File: src/rtl/fsab_dma_writer_pkg.sv
// FSAB bus widths, constants and the writer state type shared by the DMA write master and its bench.
package fsab_dma_writer_pkg;

    localparam int FSAB_REQ_HI     = 0;
    localparam int FSAB_DID_HI     = 3;
    localparam int FSAB_ADDR_HI    = 30;
    localparam int FSAB_LEN_HI     = 3;
    localparam int FSAB_DATA_HI    = 63;
    localparam int FSAB_MASK_HI    = 7;
    localparam int FSAB_CREDITS_HI = 3;

    localparam logic [FSAB_REQ_HI:0]     FSAB_REQ_WRITE       = 1'b1;
    localparam logic [FSAB_CREDITS_HI:0] FSAB_INITIAL_CREDITS = 4'd8;

    typedef enum logic [1:0] {
        ST_IDLE = 2'd0,
        ST_FILL = 2'd1,
        ST_SEND = 2'd2,
        ST_DONE = 2'd3
    } dmaw_state_t;

endpackage

File: src/rtl/dma_sync_fifo.sv
// Single-clock first-word-fall-through FIFO with a registered occupancy count.
module dma_sync_fifo #(
    parameter int WIDTH = 64,
    parameter int DEPTH = 16,
    localparam int PTR_W = $clog2(DEPTH),
    localparam int CNT_W = $clog2(DEPTH + 1)
) (
    input  logic             clk,
    input  logic             rst_b,
    input  logic             push,
    input  logic [WIDTH-1:0] push_data,
    input  logic             pop,
    output logic [WIDTH-1:0] pop_data,
    output logic             full,
    output logic             empty,
    output logic [CNT_W-1:0] count
);

    logic [WIDTH-1:0] mem [DEPTH];
    logic [PTR_W-1:0] wr_ptr;
    logic [PTR_W-1:0] rd_ptr;
    logic             do_push;
    logic             do_pop;

    assign full     = (count == CNT_W'(DEPTH));
    assign empty    = (count == '0);
    assign do_push  = push & ~full;
    assign do_pop   = pop & ~empty;
    assign pop_data = mem[rd_ptr];

    // Storage carries no reset; only the pointers and count define validity.
    always_ff @(posedge clk) begin
        if (do_push) mem[wr_ptr] <= push_data;
    end

    always_ff @(posedge clk or negedge rst_b) begin
        if (!rst_b) begin
            wr_ptr <= '0;
            rd_ptr <= '0;
            count  <= '0;
        end else begin
            if (do_push) wr_ptr <= wr_ptr + PTR_W'(1);
            if (do_pop)  rd_ptr <= rd_ptr + PTR_W'(1);
            case ({do_push, do_pop})
                2'b10:   count <= count + CNT_W'(1);
                2'b01:   count <= count - CNT_W'(1);
                default: count <= count;
            endcase
        end
    end

endmodule

File: src/rtl/fsab_dma_writer.sv
// Streaming FSAB write master: buffers producer words and issues fixed-length write bursts.
// Optional per-byte write mask through the FIFO when FSAB_DMA_WRITER_MASK_EN is defined.
module fsab_dma_writer
    import fsab_dma_writer_pkg::*;
#(
    parameter int                   BURST_LEN  = 8,
    parameter int                   FIFO_DEPTH = 16,
    parameter logic [FSAB_DID_HI:0] DID        = '0,
    parameter logic [FSAB_DID_HI:0] SUBDID     = '0
) (
    input  logic                     clk,
    input  logic                     rst_b,
    input  logic                     start,
    input  logic [FSAB_ADDR_HI:0]    base_addr,
    input  logic [15:0]              nbursts,
    input  logic                     in_valid,
    input  logic [FSAB_DATA_HI:0]    in_data,
`ifdef FSAB_DMA_WRITER_MASK_EN
    input  logic [FSAB_MASK_HI:0]    in_mask,
`endif
    output logic                     in_ready,
    output logic                     busy,
    output logic                     done,
    output dmaw_state_t              debug_state,
    output logic                     dmaw__fsabo_valid,
    output logic [FSAB_REQ_HI:0]     dmaw__fsabo_mode,
    output logic [FSAB_DID_HI:0]     dmaw__fsabo_did,
    output logic [FSAB_DID_HI:0]     dmaw__fsabo_subdid,
    output logic [FSAB_ADDR_HI:0]    dmaw__fsabo_addr,
    output logic [FSAB_LEN_HI:0]     dmaw__fsabo_len,
    output logic [FSAB_DATA_HI:0]    dmaw__fsabo_data,
    output logic [FSAB_MASK_HI:0]    dmaw__fsabo_mask,
    input  logic                     dmaw__fsabo_credit
);

    localparam int ADDR_W    = FSAB_ADDR_HI + 1;
    localparam int DATA_W    = FSAB_DATA_HI + 1;
    localparam int MASK_W    = FSAB_MASK_HI + 1;
    localparam int CRED_W    = FSAB_CREDITS_HI + 1;
    localparam int BEAT_W    = (BURST_LEN > 1) ? $clog2(BURST_LEN) : 1;
    localparam int WORDS_W   = 16 + BEAT_W;
    localparam int CNT_W     = $clog2(FIFO_DEPTH + 1);
`ifdef FSAB_DMA_WRITER_MASK_EN
    localparam int FIFO_W    = DATA_W + MASK_W;
`else
    localparam int FIFO_W    = DATA_W;
`endif
    localparam logic [ADDR_W-1:0] ADDR_STEP  = ADDR_W'(BURST_LEN * 8);
    localparam logic [ADDR_W-1:0] ADDR_ALIGN = ~ADDR_W'(63);

    dmaw_state_t          state_q;
    dmaw_state_t          state_d;
    logic [ADDR_W-1:0]    addr_q;
    logic [15:0]          remaining_q;
    logic [WORDS_W-1:0]   accepted_q;
    logic [WORDS_W-1:0]   total_q;
    logic [BEAT_W-1:0]    beat_q;
    logic [CRED_W-1:0]    credits_q;
    logic                 zero_done_q;

    logic                 job_start;
    logic                 beat;
    logic                 last_beat;
    logic                 push;
    logic [FIFO_W-1:0]    fifo_in;
    logic [FIFO_W-1:0]    fifo_out;
    logic                 fifo_full;
    logic                 fifo_empty;
    logic [CNT_W-1:0]     fifo_count;

    assign job_start = (state_q == ST_IDLE) && start && (nbursts != 16'd0);
    assign beat      = (state_q == ST_SEND);
    assign last_beat = beat && (beat_q == BEAT_W'(BURST_LEN - 1));
    assign in_ready  = (state_q != ST_IDLE) && !fifo_full && (accepted_q < total_q);
    assign push      = in_valid & in_ready;
    assign busy      = (state_q != ST_IDLE);
    assign done      = (state_q == ST_DONE) || zero_done_q;
    assign debug_state = state_q;

`ifdef FSAB_DMA_WRITER_MASK_EN
    assign fifo_in = {in_mask, in_data};
`else
    assign fifo_in = in_data;
`endif

    dma_sync_fifo #(
        .WIDTH (FIFO_W),
        .DEPTH (FIFO_DEPTH)
    ) u_fifo (
        .clk       (clk),
        .rst_b     (rst_b),
        .push      (push),
        .push_data (fifo_in),
        .pop       (beat && !fifo_empty),
        .pop_data  (fifo_out),
        .full      (fifo_full),
        .empty     (fifo_empty),
        .count     (fifo_count)
    );

    always_comb begin
        state_d = state_q;
        case (state_q)
            ST_IDLE: if (job_start) state_d = ST_FILL;
            ST_FILL: if (fifo_count >= CNT_W'(BURST_LEN) && credits_q >= CRED_W'(BURST_LEN))
                         state_d = ST_SEND;
            ST_SEND: if (last_beat) state_d = (remaining_q == 16'd1) ? ST_DONE : ST_FILL;
            ST_DONE: state_d = ST_IDLE;
            default: state_d = ST_IDLE;
        endcase
    end

    always_ff @(posedge clk or negedge rst_b) begin
        if (!rst_b) begin
            state_q     <= ST_IDLE;
            addr_q      <= '0;
            remaining_q <= '0;
            accepted_q  <= '0;
            total_q     <= '0;
            beat_q      <= '0;
            credits_q   <= FSAB_INITIAL_CREDITS;
            zero_done_q <= 1'b0;
        end else begin
            state_q     <= state_d;
            zero_done_q <= (state_q == ST_IDLE) && start && (nbursts == 16'd0);
            if (job_start) begin
                addr_q      <= base_addr & ADDR_ALIGN;
                remaining_q <= nbursts;
                total_q     <= WORDS_W'(nbursts) * WORDS_W'(BURST_LEN);
                accepted_q  <= '0;
            end else if (push) begin
                accepted_q  <= accepted_q + WORDS_W'(1);
            end
            if (beat) beat_q <= last_beat ? '0 : beat_q + BEAT_W'(1);
            if (last_beat) begin
                addr_q      <= addr_q + ADDR_STEP;
                remaining_q <= remaining_q - 16'd1;
            end
            // A beat and a returned credit in the same cycle cancel out.
            case ({beat, dmaw__fsabo_credit})
                2'b10:   credits_q <= credits_q - CRED_W'(1);
                2'b01:   if (credits_q != FSAB_INITIAL_CREDITS) credits_q <= credits_q + CRED_W'(1);
                default: credits_q <= credits_q;
            endcase
        end
    end

    // A credit arriving with the pool already full means the arbiter returned more than was spent.
    always_ff @(posedge clk) begin
        if (rst_b && dmaw__fsabo_credit && !beat) assert (credits_q != FSAB_INITIAL_CREDITS);
    end

    // Idle slot drives zeros so the arbiter can OR requesters together.
    always_comb begin
        dmaw__fsabo_valid  = beat;
        dmaw__fsabo_mode   = '0;
        dmaw__fsabo_did    = '0;
        dmaw__fsabo_subdid = '0;
        dmaw__fsabo_addr   = '0;
        dmaw__fsabo_len    = '0;
        dmaw__fsabo_data   = '0;
        dmaw__fsabo_mask   = '0;
        if (beat) begin
            dmaw__fsabo_mode   = FSAB_REQ_WRITE;
            dmaw__fsabo_did    = DID;
            dmaw__fsabo_subdid = SUBDID;
            dmaw__fsabo_addr   = addr_q;
            dmaw__fsabo_len    = (FSAB_LEN_HI + 1)'(BURST_LEN);
            dmaw__fsabo_data   = fifo_out[DATA_W-1:0];
`ifdef FSAB_DMA_WRITER_MASK_EN
            dmaw__fsabo_mask   = fifo_out[FIFO_W-1 -: MASK_W];
`else
            dmaw__fsabo_mask   = '1;
`endif
        end
    end

endmodule

File: config.mk
export PLATFORM = sky130hd
export DESIGN_NAME = fsab_dma_writer
export DESIGN_NICKNAME = d
export VERILOG_FILES = /design/src/rtl/fsab_dma_writer_pkg.sv /design/src/rtl/dma_sync_fifo.sv /design/src/rtl/fsab_dma_writer.sv
export SDC_FILE = /design/constraint.sdc
export NUM_CORES = 1
export LEC_CHECK = 0
export BUFFER_PORTS_ARGS = -buffer_cell sky130_fd_sc_hd__buf_4
export CAP_MARGIN = 30
export CORE_MARGIN = 2
export CORE_UTILIZATION = 63
export CTS_BUF_LIST = sky130_fd_sc_hd__clkbuf_4 sky130_fd_sc_hd__clkbuf_8
export CTS_CLUSTER_SIZE = 24
export DETAILED_ROUTE_END_ITERATION = 12
export MAX_ROUTING_LAYER = met4
export PLACE_DENSITY = 0.82
export SLEW_MARGIN = 40
export SYNTH_ARGS = -nofsm -noshare
export SYNTH_HDL_FRONTEND = slang
export SYNTH_SLANG_ARGS = --single-unit
File: constraint.sdc
create_clock -name clk -period 10 [get_ports clk]
set_input_delay 1 -clock clk [delete_from_list [all_inputs] [get_ports clk]]
set_output_delay 1 -clock clk [all_outputs]
set_load 0.005 [all_outputs]
== Yosys cells after proc, flatten, opt, wreduce, memory -nomap -nowiden ==
Memory sizes are Yosys's and may differ from the RTL's.
Cells that the tools add are included.
Storage, ports and cells
  register bits: 105
  memory bits (writable): 1024
  input bits: 116
  output and inout port bits: 122
  word-level logic and storage cells: 89
  memories: 1
Cells by class
  $add $sub $neg: 10
  magnitude comparators: 3
  equality and inequality tests: 15
  muxes and demuxes: 22
  bitwise operators: 5
  reductions and logical operators: 22
Memories
  u_fifo.mem: depth 16, bits a word 64, read ports 1, clocked after memory_dff 0, wr ports 1, RTL line dma_sync_fifo.sv:19  | logic [WIDTH-1:0] mem [DEPTH];
Operators with widths (number)
  2-to-1 mux 31 bit: 3
  2-to-1 mux 64 bit: 1
  2-to-1 mux 19 bit: 2
  2-to-1 mux 16 bit: 2
  adder 31 x 7 -> 31 bit (second input constant): 1
  adder 19 x 1 -> 19 bit (second input constant): 1
  < comparator 19 bit: 1
  equality test 16 x 1 -> 1 bit (second input constant): 1
  zero test 16 bit: 1
  nonzero test 16 bit: 1
  subtractor 16 x 1 -> 16 bit (second input constant): 1
  adder 4 x 1 -> 4 bit (second input constant): 3
  one-hot mux 5 bit (2 select lines): 1
  nonzero test 2 bit: 5
  equality test 2 bit (second input constant): 4
  logical AND 1 bit: 8
  2-to-1 mux 2 bit: 4
  2-to-1 mux 4 bit: 2
  2-to-1 mux 8 bit: 1
  one-hot mux 2 bit (4 select lines): 1
  one-hot mux 4 bit (2 select lines): 1
  equality test 2 x 1 -> 1 bit (second input constant): 3
  != test 2 bit (second input constant): 3
  adder 5 x 1 -> 5 bit (second input constant): 1
  other kinds (19): 25

== Depth between registers and ports, before layout ==
  depth in word-level cells: 8
  gate-level depth with buffers: 15
  mapped depth without buffers: 14

== Cells and area by module ==
Synthesis repeated with hierarchy kept, for this count alone.
Second synthesis, totals
  cells, all modules: 2649
  area, all modules: 45631.3 um^2
By module, submodules not included
  dma_sync_fifo: times used 1, cells an instance 1993, area each 40057.2 um^2, sequential area each 31074.8 um^2
  fsab_dma_writer: times used 1, cells an instance 656, area each 5574.1 um^2, sequential area each 2153.3 um^2

== Worst setup path after synthesis ==
Ideal clock, no wire load.
  path type: register -> register
  start point: register accepted_q[14]
  end point: memory u_fifo.mem[0][0], enable pin
  library setup time: 0.666 ns
  arrival time: 8.406 ns
  required time: 9.334 ns
  setup slack: 0.928 ns
  stages on the path, launching flop included: 8
  buffers on the path: 0
  period minus slack after synthesis: 9.072 ns
  cells stage by stage: dfrtp_1 > ha_1 > and2_0 > a221oi_1 > o2111ai_1 > nor2_1 > inv_1 > nor4b_1
Between the ends
  word-level cells in the longest chain between the ends: 6
Ends and longest elaborated chain
  from (decl): RTL line fsab_dma_writer.sv:55  | logic [WORDS_W-1:0] accepted_q;
  from (signal assigned): RTL line fsab_dma_writer.sv:132  | accepted_q <= accepted_q + WORDS_W'(1);
  < comparator 19 bit: RTL line fsab_dma_writer.sv:74  | assign in_ready = (state_q != ST_IDLE) && !fifo_full && (accepted_q < total_q);
  logical AND 1 bit: RTL line fsab_dma_writer.sv:74
  bitwise AND 1 bit: RTL line fsab_dma_writer.sv:75  | assign push = in_valid & in_ready;
  bitwise AND 1 bit: RTL line dma_sync_fifo.sv:27  | assign do_push = push & ~full;
  2-to-1 mux 1 bit: RTL line dma_sync_fifo.sv:33  | if (do_push) mem[wr_ptr] <= push_data;
  2-to-1 mux 1 bit (implied by the code): RTL line dma_sync_fifo.sv:33
  to (decl): RTL line dma_sync_fifo.sv:19
Every way passes these cells.

== Worst setup path in the final report ==
  start point: register u_fifo.rd_ptr[0]
  end point: output dmaw__fsabo_data[14]
Between the ends
  word-level cells in the longest chain between the ends: 2
Ends and longest elaborated chain
  from (decl): RTL line dma_sync_fifo.sv:21  | logic [PTR_W-1:0] rd_ptr;
  from (signal assigned): RTL line dma_sync_fifo.sv:43  | if (do_pop) rd_ptr <= rd_ptr + PTR_W'(1);
  memory read (16 x 64 bit)
  2-to-1 mux 64 bit: RTL line fsab_dma_writer.sv:163  | if (beat) begin
  to (decl): RTL line fsab_dma_writer.sv:31  | output logic [FSAB_DATA_HI:0] dmaw__fsabo_data,
Every way passes these cells.

==> out/metrics.yaml <==
critical_path:
  cp-start-kind: "register"
  rr_worst_depth: 9
  worstSetupEndpoint: "dmaw__fsabo_data[14]"
  cp.arrival_ns: 4.04
  cp_max_fo: 49
  startpoint: "u_fifo.rd_ptr[0]"
  reg2reg_slack_ns: 5.07
  critPathCaptureType: "output pin"
  timing.rr.start: "accepted_q[18]"
  crit_type: "register to output pin"
  r2r-end: "u_fifo.mem[0][15]"
  required_ns: 9.00
timing:
  tns_ns: 0
  fin_crit_sh_pct: 50.36
  relSlewSlack_pct: 41.83
  drv_slew: 0
  hold_viol: 0
  clock.fmax_mhz: 198.6
  fin_crit_ns: 5.036
  rsz0062_at_grt: "false"
  fin_skew_ns: 0.03714
  finalSetupViolations: 0
  tightest_slew_ns: 0.8726
die:
  fp.coreArea_um2: 70270
  pin_count: 238
  initial_core_util_pct: 63.92
  dieHeight_um: 271.0
  die_x_um: 271.0
  dieArea_um2: 73440
  rows: 97
run_status:
  status: "completed"
clocking:
  ctsLongestPathBuffers: 3
  postCtsHoldBufs: 0
  root_buffer: "clkbuf_8"
  clk-insertion-delay-late_ns: 0.82
  post_cts_resize_count: 0
  cts_setup_buffers: 0
  clock_sinks: 1123
  htreeDepth: 4
  cts_buffers: 169
  clkTransAtPathRegs_ns: 0.06
  cts_tree: "done"
pwr:
  peakVddDrop_v: 0.0001827
  p_comb_share_pct: 27.2
  power_switching_share_pct: 28.66
  seqPwrFrac_pct: 45.4
  clkPwrFrac_pct: 27.4
  power_density_nw_per_um2: 255.9
  switchingPower_mw: 3.736
  p_int_mw: 9.300
  power_mw: 13.04
  p_leak_nw: 16.99
drt:
  wl_met2_um: 51740
  vias: 23230
  routed_wirelength_um: 99050
  post-route-drc-count: 0
  drt-vias-per-instance: 6.531
  drt_iter0_drc: 2683
  wl_met3_um: 8747
  top_layer: "met4"
  drt_first_pass_iters: 5
  ant_nets: 0
  met1_length_um: 35900
  wl_per_cell_um: 27.85
global_routing:
  grt_start_max_net_pins: 78
  antenna_found_initial: 9
  grt_pass1_vias: 24190
  overflow: 0
  grt_pass1_wl_um: 148900
  grt_use_total_pct: 28.49
job:
  timing.max_cap.violations: 0
layout:
  final_util_pct: 72.49
  synthToLayoutAreaGrowth_pct: 13.42
  fin_nets: 2635
  drive_gt1_share_pct: 33.67
  fillers: 3833
yosys:
  yosysWarnings: 0
  synth-seq-area-share_pct: 73.98
  syn_inst: 2178
  ys.flop_type: "edfxtp_1"
  netlist_area_um2: 44910
  synth-seq-cells: 1123
  synth-edff-count: 1024
  postSynthAreaPerCell_um2: 20.62
  yosysUniqueCellTypes: 69
  async_reset_ff_share_pct: 8.816
placed_design:
  io_buffers: 214
  hpwlAfterDp_um: 53580
  place.gp.congestion: 0.8409
min_path:
  min_path_type: "input pin to asynchronous set/reset pin"
## how the worst min path moves through the flow
stage	to	slack [ns]	cells after the start
floorplan	beat_q[2]	0.45	2
global placement	beat_q[2]	0.46	2
detailed placement	beat_q[2]	0.47	2
CTS	accepted_q[7]	0.02	1
global route	accepted_q[7]	0.06	1
finish	accepted_q[7]	0.07	1
## placed cells by master, fill, tap and decap left out, types with 38 or more instances in the layout
master    count
mux4_2      320
clkbuf_8    174
edfxtp_1   1024
inv_1        41
buf_4       233
clkbuf_4     53
nand2_1      78
and2_1       87
dfrtp_1      94
nand3_1      38
clkinv_1     40
## power by group through the flow
| stage | Combinational [mW] | Sequential [mW] | Clock (mW) |
|---|---|---|---|
| final | 3.54 | 5.92 | 3.58 |
| after CTS | 3.56 | 5.93 | 3.63 |
| after global routing | 3.80 | 5.96 | 3.81 |
| after floorplan | 2.61 | 5.86 | 0 |
| after global placement | 3.29 | 6.03 | 0 |
| after detailed placement | 3.54 | 6.02 | 0 |
## per-stage QoR
stage               area (um2)  setup WS, ns  cells  hold WS (ns)
finish                   50940         4.964   3557       0.06580
global route             50940         4.681   3557       0.06109
CTS                      50870         4.669   3547       0.01964
detailed placement       47660         4.732   3253        0.4723
global placement         47460         4.855   3247        0.4621
floorplan                44970        0.9278   2194        0.4453
## kinds of logic after synthesis
family                   after synthesis  share of synthesized area [%]
AO/OA/AOI/OAI                        150                          2.343
XOR/XNOR                              15                         0.2925
adder cells (fa/ha/maj)               34                         0.9806
buffers and inverters                178                          1.836
flip-flops                          1123                          73.98
multiplexers                         327                          16.21
other                                  1                       0.008349
AND/OR/NAND/NOR                      350                          4.349
## critical path, cell delays in order (launching register included)
cell	delay [ns]
dfrtp_4	0.76
buf_12	0.35
buf_16	0.31
buf_16	0.33
mux4_2	0.59
mux4_2	0.48
and2_1	0.17
buf_4	0.13
## Yosys cell counts, types with 3 or more instances
library cell     n  area [um2]
edfxtp_1      1024       30750
mux4_2         320        7207
dfrtp_1         98        2452
and2_1          87       544.3
nand2_1         78       292.8
clkbuf_1        73       274.0
inv_1           42       157.7
nand3_1         39       195.2
nor2_1          37       138.9
o21ai_0         34       170.2
ha_1            32       400.4
buf_4           29       217.7
a21oi_1         28       140.1
buf_2           24       120.1
nand4_1         17       106.4
nor3_1          15       75.07
o211ai_1        15       112.6
o221ai_1        12       105.1
or4_1           12       90.09
and4_1           9       78.83
nand2b_1         9       56.30
nor4_1           9       56.30
a21o_1           8       60.06
and4b_1          8       80.08
buf_1            8       30.03
xnor2_1          8       70.07
o311ai_0         7       61.31
xor2_1           7       61.31
nor4b_1          6       52.55
o22ai_1          6       37.54
a311oi_1         5       43.79
a31oi_1          5       31.28
o221a_2          5       56.30
or3_1            5       31.28
a211oi_1         4       30.03
mux2i_1          4       40.04
and3_1           3       18.77
mux2_2           3       33.78
o32ai_1          3       26.28
## registers in the layout, indices dropped and copies added (netlist names)
name           flops
credits_q          4
debug_state        2
u_fifo.wr_ptr      4
beat_q             3
u_fifo.count       5
accepted_q        19
zero_done_q        1
u_fifo.mem      1024
u_fifo.rd_ptr      4
addr_q            25
total_q           16
remaining_q       16
## metal layers
layer	global-route usage [%]	up-vias
met3	5.316	207
met2	45.89	1373
met1	36.80	12000
met5	-	-
li1	-	9647
met4	10.67	0
## final cells by class
class                           count  area (um2)  area share (%)
Timing Repair Buffer              256        2110           4.141
Tap cell                          940        1176           2.309
Antenna cell                        9       22.52         0.04421
Inverter                           42       158.9          0.3119
Clock buffer                      227        2793           5.482
Clock inverter                     67       420.4          0.8253
Multi-Input combinational cell    893       11020           21.63
Sequential cell                  1123       33240           65.26
(Power assumes the default switching activity.)
